**src/rtl/prescaler_timer_ctrl_if.sv**
```systemverilog
// Bus between the CPU-side timer registers, the prescaler and prescaler_timer_ctrl.
// The controller connects through the slave modport; dbg_state mirrors its FSM state.
interface prescaler_timer_ctrl_if #(
  parameter int CNT_W = 16
);
  logic             i_Start;
  logic             i_Stop;
  logic             i_Periodic;
  logic [31:0]      i_Div;
  logic [CNT_W-1:0] i_Count;
  logic             i_Timming;
  logic [31:0]      o_Frec_de_trabajo;
  logic             o_Pre_Rst;
  logic             o_Busy;
  logic             o_Expired;
  logic             o_Err;
  logic [CNT_W-1:0] o_Remaining;
  logic [1:0]       dbg_state;

  // Handshake: i_Start and i_Stop are single-cycle command pulses sampled on
  // the rising clock edge with no ready/backpressure; i_Stop beats i_Start.
  // o_Expired is a one-cycle event pulse that is never held or acknowledged.
  modport slave (
    input  i_Start, i_Stop, i_Periodic, i_Div, i_Count, i_Timming,
    output o_Frec_de_trabajo, o_Pre_Rst, o_Busy, o_Expired, o_Err, o_Remaining,
    output dbg_state
  );

  modport master (
    output i_Start, i_Stop, i_Periodic, i_Div, i_Count, i_Timming,
    input  o_Frec_de_trabajo, o_Pre_Rst, o_Busy, o_Expired, o_Err, o_Remaining,
    input  dbg_state
  );
endinterface

```
**src/rtl/prescaler_timer_ctrl.sv**
```systemverilog
// Sequencer for the shared prescaler: programs and resets it, counts its tick
// edges and raises expiry events in one-shot or periodic mode.
module prescaler_timer_ctrl #(
  parameter int CNT_W      = 16,
  parameter int PRE_RST_CY = 2
) (
  input logic               i_Clk,
  input logic               i_Rst,
  prescaler_timer_ctrl_if.slave bus
);

  localparam int PW = (PRE_RST_CY > 1) ? $clog2(PRE_RST_CY) : 1;
  localparam logic [PW-1:0] PRE_LAST = PW'(PRE_RST_CY - 1);

  typedef enum logic [1:0] {
    IDLE = 2'd0,
    LOAD = 2'd1,
    RUN  = 2'd2,
    DONE = 2'd3
  } state_t;

  state_t           state;
  logic [31:0]      frec;
  logic             pre_rst;
  logic             busy;
  logic             expired;
  logic             err;
  logic [CNT_W-1:0] remaining;
  logic [CNT_W-1:0] count_q;
  logic             periodic_q;
  logic [PW-1:0]    pre_cnt;
  logic             prev;

  logic tick;
  logic start_illegal;

  assign tick          = bus.i_Timming & ~prev;
  assign start_illegal = (bus.i_Div == 32'd0) || (bus.i_Count == '0);

  // prev samples i_Timming in every state, so a level that is already high
  // when the prescaler leaves reset is not mistaken for a tick.
  always_ff @(posedge i_Clk or negedge i_Rst) begin
    if (!i_Rst) begin
      state      <= IDLE;
      frec       <= 32'd0;
      pre_rst    <= 1'b1;
      busy       <= 1'b0;
      expired    <= 1'b0;
      err        <= 1'b0;
      remaining  <= '0;
      count_q    <= '0;
      periodic_q <= 1'b0;
      pre_cnt    <= '0;
      prev       <= 1'b0;
    end else begin
      prev    <= bus.i_Timming;
      expired <= 1'b0;
      if (bus.i_Stop) begin
        state     <= IDLE;
        remaining <= '0;
        busy      <= 1'b0;
        pre_rst   <= 1'b1;
      end else if (bus.i_Start) begin
        if (start_illegal) begin
          err       <= 1'b1;
          state     <= IDLE;
          remaining <= '0;
          busy      <= 1'b0;
          pre_rst   <= 1'b1;
        end else begin
          err        <= 1'b0;
          frec       <= bus.i_Div;
          count_q    <= bus.i_Count;
          periodic_q <= bus.i_Periodic;
          remaining  <= bus.i_Count;
          pre_cnt    <= '0;
          state      <= LOAD;
          busy       <= 1'b1;
          pre_rst    <= 1'b1;
        end
      end else begin
        case (state)
          IDLE: begin
            pre_rst <= 1'b1;
            busy    <= 1'b0;
          end
          LOAD: begin
            if (pre_cnt == PRE_LAST) begin
              state   <= RUN;
              pre_rst <= 1'b0;
            end else begin
              pre_cnt <= pre_cnt + 1'b1;
            end
          end
          RUN: begin
            if (tick) begin
              if (remaining > CNT_W'(1)) begin
                remaining <= remaining - 1'b1;
              end else begin
                remaining <= '0;
                expired   <= 1'b1;
                state     <= DONE;
              end
            end
          end
          DONE: begin
            if (periodic_q) begin
              // Prescaler keeps running; a tick landing here opens the new period.
              if (tick && count_q == CNT_W'(1)) begin
                remaining <= '0;
                expired   <= 1'b1;
                state     <= DONE;
              end else if (tick) begin
                remaining <= count_q - 1'b1;
                state     <= RUN;
              end else begin
                remaining <= count_q;
                state     <= RUN;
              end
            end else begin
              state   <= IDLE;
              busy    <= 1'b0;
              pre_rst <= 1'b1;
            end
          end
          default: state <= IDLE;
        endcase
      end
    end
  end

  assign bus.o_Frec_de_trabajo = frec;
  assign bus.o_Pre_Rst         = pre_rst;
  assign bus.o_Busy            = busy;
  assign bus.o_Expired         = expired;
  assign bus.o_Err             = err;
  assign bus.o_Remaining       = remaining;
  assign bus.dbg_state         = state;

endmodule

```
**src/flat_wrapper.sv**
```systemverilog
// flat-port wrapper written by rule: the top's interface ports become plain ports
module prescaler_timer_ctrl_flat 
#(
  parameter int CNT_W      = 16,
  parameter int PRE_RST_CY = 2
)
  (i_Clk, i_Rst, bus_i_Start, bus_i_Stop, bus_i_Periodic, bus_i_Div, bus_i_Count, bus_i_Timming, bus_o_Frec_de_trabajo, bus_o_Pre_Rst, bus_o_Busy, bus_o_Expired, bus_o_Err, bus_o_Remaining, bus_dbg_state);
  prescaler_timer_ctrl_if #(.CNT_W(CNT_W)) bus_i ();
  input logic i_Clk;
  input logic i_Rst;
  input wire logic [$bits(bus_i.i_Start)-1:0] bus_i_Start;
  input wire logic [$bits(bus_i.i_Stop)-1:0] bus_i_Stop;
  input wire logic [$bits(bus_i.i_Periodic)-1:0] bus_i_Periodic;
  input wire logic [$bits(bus_i.i_Div)-1:0] bus_i_Div;
  input wire logic [$bits(bus_i.i_Count)-1:0] bus_i_Count;
  input wire logic [$bits(bus_i.i_Timming)-1:0] bus_i_Timming;
  output wire logic [$bits(bus_i.o_Frec_de_trabajo)-1:0] bus_o_Frec_de_trabajo;
  output wire logic [$bits(bus_i.o_Pre_Rst)-1:0] bus_o_Pre_Rst;
  output wire logic [$bits(bus_i.o_Busy)-1:0] bus_o_Busy;
  output wire logic [$bits(bus_i.o_Expired)-1:0] bus_o_Expired;
  output wire logic [$bits(bus_i.o_Err)-1:0] bus_o_Err;
  output wire logic [$bits(bus_i.o_Remaining)-1:0] bus_o_Remaining;
  output wire logic [$bits(bus_i.dbg_state)-1:0] bus_dbg_state;
  assign bus_i.i_Start = bus_i_Start;
  assign bus_i.i_Stop = bus_i_Stop;
  assign bus_i.i_Periodic = bus_i_Periodic;
  assign bus_i.i_Div = bus_i_Div;
  assign bus_i.i_Count = bus_i_Count;
  assign bus_i.i_Timming = bus_i_Timming;
  assign bus_o_Frec_de_trabajo = bus_i.o_Frec_de_trabajo;
  assign bus_o_Pre_Rst = bus_i.o_Pre_Rst;
  assign bus_o_Busy = bus_i.o_Busy;
  assign bus_o_Expired = bus_i.o_Expired;
  assign bus_o_Err = bus_i.o_Err;
  assign bus_o_Remaining = bus_i.o_Remaining;
  assign bus_dbg_state = bus_i.dbg_state;
  prescaler_timer_ctrl #(.CNT_W(CNT_W), .PRE_RST_CY(PRE_RST_CY)) u_core (.i_Clk(i_Clk), .i_Rst(i_Rst), .bus(bus_i));
endmodule
```
**config.mk**
```make
export PLATFORM = sky130hd
export DESIGN_NAME = prescaler_timer_ctrl_flat
export DESIGN_NICKNAME = d
export VERILOG_FILES = /design/src/rtl/prescaler_timer_ctrl_if.sv /design/src/rtl/prescaler_timer_ctrl.sv /design/src/flat_wrapper.sv
export SDC_FILE = /design/constraint.sdc
export NUM_CORES = 1
export LEC_CHECK = 0
export BUFFER_PORTS_ARGS = -buffer_cell sky130_fd_sc_hd__buf_2
export CAP_MARGIN = 30
export CELL_PAD_IN_SITES_DETAIL_PLACEMENT = 1
export CELL_PAD_IN_SITES_GLOBAL_PLACEMENT = 2
export CORE_UTILIZATION = 30
export CTS_CLUSTER_DIAMETER = 200
export DETAILED_ROUTE_END_ITERATION = 10
export PLACE_DENSITY = 0.77
export SLEW_MARGIN = 40
export SYNTH_ARGS = -nofsm -noshare
export SYNTH_HDL_FRONTEND = slang
export SYNTH_SLANG_ARGS = --single-unit
```
**constraint.sdc**
```tcl
create_clock -name i_Clk -period 2.6 [get_ports i_Clk]
set_input_delay 0.26 -clock i_Clk [delete_from_list [all_inputs] [get_ports i_Clk]]
set_output_delay 0.26 -clock i_Clk [all_outputs]
set_load 0.05 [all_outputs]
```
==> results.json <==
{
  "preCtsSetupSlack_ns": 0.329,
  "postSynth.asyncResetShare": 1.00,
  "syn-mean-instance-area_sq_um": 8.64,
  "number_of_synthesized_flops_with_an_enable_pin": 0,
  "postLayoutSetupSlackWorst_ns": 0.328,
  "post-dp-hpwl_um": 9480,
  "clockRootBuffer": "clkbuf_16",
  "hp-start": "bus_i_Timming",
  "numCtsBuffers": 9,
  "final_period_minus_worst_setup_slack_ns": 2.27,
  "fillers": 1558,
  "die_span_x_um": 116,
  "syn-num-nets": 509,
  "synthesis.yosys.warnings": 0,
  "critPathMaxFanout": 9,
  "rr_startpoint": "u_core.bus.o_Remaining[0]",
  "setup_fix_buffers_added_after_clock_tree_synthesis": 0,
  "peakVddDrop_uv": 288,
  "finalCritPeriodShare": 0.874,
  "grt_remaining_overflow": 0,
  "ctsLongestPathBuffers": 2,
  "route.final.wire_length_um": 12500,
  "worstPathRequired_ns": 2.85,
  "layout-drive-gt1-share": 0.254,
  "cts.htree.levels": 3,
  "arrival_ns": 2.52,
  "clkSinkCount": 73,
  "status": "completed",
  "drt_iter0_drc": 210,
  "synthesized_flop_and_latch_total": 73,
  "port_buffers": 107,
  "dr.pass1.iters": 4,
  "hold_ws_ns": 0.0862,
  "dieHeight_um": 116,
  "hold_viol": 0,
  "finalClockSkew_ns": 0.00802,
  "syn_inst": 448,
  "syn_to_final_growth_pct": 28.4,
  "synth-main-ff-cell": "dfrtp_1",
  "grt_setup_unrepaired": "false",
  "clk_latency_ns": 0.33,
  "vias": 3741,
  "critical_path.endpoint_type": "register",
  "static_leakage_power_uw": 0.00243,
  "drv_cap": 0,
  "critical_path.slowest_cell": "dfrtp_1",
  "critPathLaunch": "u_core.bus.o_Remaining[0]",
  "cp-start-kind": "register",
  "placementRows": 41,
  "sum_of_negative_setup_slack_ns": 0,
  "dpl_cell_area_sq_um": 4640,
  "postLayoutCellArea_sq_um": 4970,
  "clkTransAtPathRegs_ns": 0.06,
  "grt_antenna_before_repair": 0,
  "globalRouteTotalUtil": 0.200,
  "drc_violations_left": 0,
  "slew_headroom": 0.546,
  "tightest_slew_ns": 0.681,
  "cts_tree": "done",
  "dieArea_sq_um": 13400,
  "route.antenna.remaining_nets": 0,
  "synthDistinctLibCells": 57,
  "initial_core_util": 0.307,
  "detail_route.vias_per_cell": 5.06,
  "slowest_delay_ns": 0.50,
  "final-setup-viol-count": 0,
  "final-max-slew-violation-count": 0,
  "first_global_vias": 3880,
  "standard_cell_core_area_sq_um": 12600,
  "timing.hold.worst.class": "in -> reg",
  "achievable-frequency_ghz": 0.440,
  "io_pins": 108,
  "worstPathCellList": "inv_1 > ha_1 > o2111ai_1 > nor2_1 > nor2_1 > a32oi_1 > a31oi_1",
  "seq_area_frac_synth": 0.472,
  "fin_nets": 623,
  "setup.worst_path.class": "reg -> reg",
  "antenna_cells_inserted": 0,
  "gp_routability_congestion": 0.865,
  "crit_path_frequent_cell": "nor2_1",
  "drt-wirelength-per-cell_um": 16.9,
  "global_route_wire_length_before_repair_um": 20500,
  "netlist_area_sq_um": 3870,
  "power_per_cell_area_nw_per_um2": 731,
  "pin_count_of_the_biggest_net_entering_global_routing": 74
}
Yosys cell counts (all sizes together) (5+ instances only):
master	count	area share
a21oi	11	0.014
clkbuf	15	0.017
dfrtp	72	0.47
ha	7	0.023
inv	8	0.0078
nand2	151	0.15
nand4	7	0.011
nor2	30	0.030
nor3	8	0.010
nor4	24	0.039
o21ai	22	0.031
or4	5	0.011
xnor2	14	0.032
xor2	9	0.020
placed cells by master (no fill, tap or decap), drive strengths merged, types with 2 or more instances in the layout:
master and n:
nor2b 3, or4 5, o31ai 2, bufinv 2
xor2 9, a221o 2, a32oi 2, o32ai 2
a31oi 4, dfrtp 72, or3 4, inv 8
a22oi 2, nor3 8, o221ai 3, a211o 2
o21ai 22, nand2b 2, nand3 4, nor4 24
nand4 7, nand2 151, buf 118, clkbuf 14
a22o 3, xnor2 14, nor2 30, a21oi 11
a21boi 4, nor4b 2, o211ai 4, ha 7
or2 2
kinds of logic after synthesis:
kind of cell	synth area share
AOI/OAI and AO/OA	0.133
muxes	0.00549
adders and majority gates	0.0226
xor gates and xnor gates	0.0520
and+or+nand+nor	0.289
buffers and inverters	0.0265
DFF	0.472
state kept, by name, summed over array words and instances, names as in the netlist, 2 cells and up:
signal                        cells
u_core.bus.o_Remaining           16
u_core.bus.dbg_state              2
u_core.count_q                   16
u_core.bus.o_Frec_de_trabajo     32
critical path, delay by kind of cell, from the launching register on:
family                   cells  cell delay, ns
AO/OA/AOI/OAI                3            0.81
adder cells (fa/ha/maj)      1            0.26
buffers and inverters        1            0.08
flip-flops                   1            0.50
AND/OR/NAND/NOR              2            0.54
power breakdown:
part | internal [uW] | switching [uW] | total [uW]
clock network | 895 | 461 | 1360
logic | 251 | 647 | 897
registers | 1260 | 121 | 1380
total | 2410 | 1230 | 3640
worst paths after layout:
| path | endpoint | slack, ns | cells past startpoint |
|---|---|---|---|
| min | u_core.prev | 0.09 | 1 |
| max | u_core.bus.o_Remaining[11] | 0.33 | 7 |
| max in group asynchronous | u_core.bus.o_Remaining[8] | 1.61 | 2 |
| max reg2reg | u_core.bus.o_Remaining[11] | 0.33 | 7 |
| min in group asynchronous | u_core.bus.o_Frec_de_trabajo[0] | 0.52 | 2 |
| min reg2reg | u_core.bus.o_Frec_de_trabajo[26] | 0.47 | 2 |
per-layer routing:
metal | part of all wire | GRT usage | up-vias
met1 | 0.47 | 0.268 | 1837
met3 | 0.065 | 0.0439 | 12
met5 | 0 | 0 | -
met2 | 0.45 | 0.320 | 104
met4 | 0.016 | 0.0641 | 0
li1 | - | - | 1788
area by class of cell:
class | instances | area (sq um) | share of cell area
Tap cell | 172 | 215 | 0.0433
Inverter | 8 | 30.0 | 0.00604
Clock inverter | 2 | 60.1 | 0.0121
Timing Repair Buffer | 119 | 634 | 0.128
Sequential cell | 73 | 1830 | 0.368
Multi-Input combinational cell | 351 | 1940 | 0.390
Clock buffer | 14 | 264 | 0.0531
repair_timing:
item / 4_1_cts / 5_1_grt
hold endpoints to repair: 56 / 0
setup endpoints to repair: 0 / 0
hold buffers: 1 / 0
resized for setup: 0 / 0
stage by stage:
step	util	cells	power [uW]
final	0.394	739	3640
after floorplan	-	448	1990
after detailed placement	0.368	722	2300
after global placement	0.367	722	2280
after CTS	0.394	739	3680
after global routing	0.394	739	3820
(Power assumes the default switching activity.)
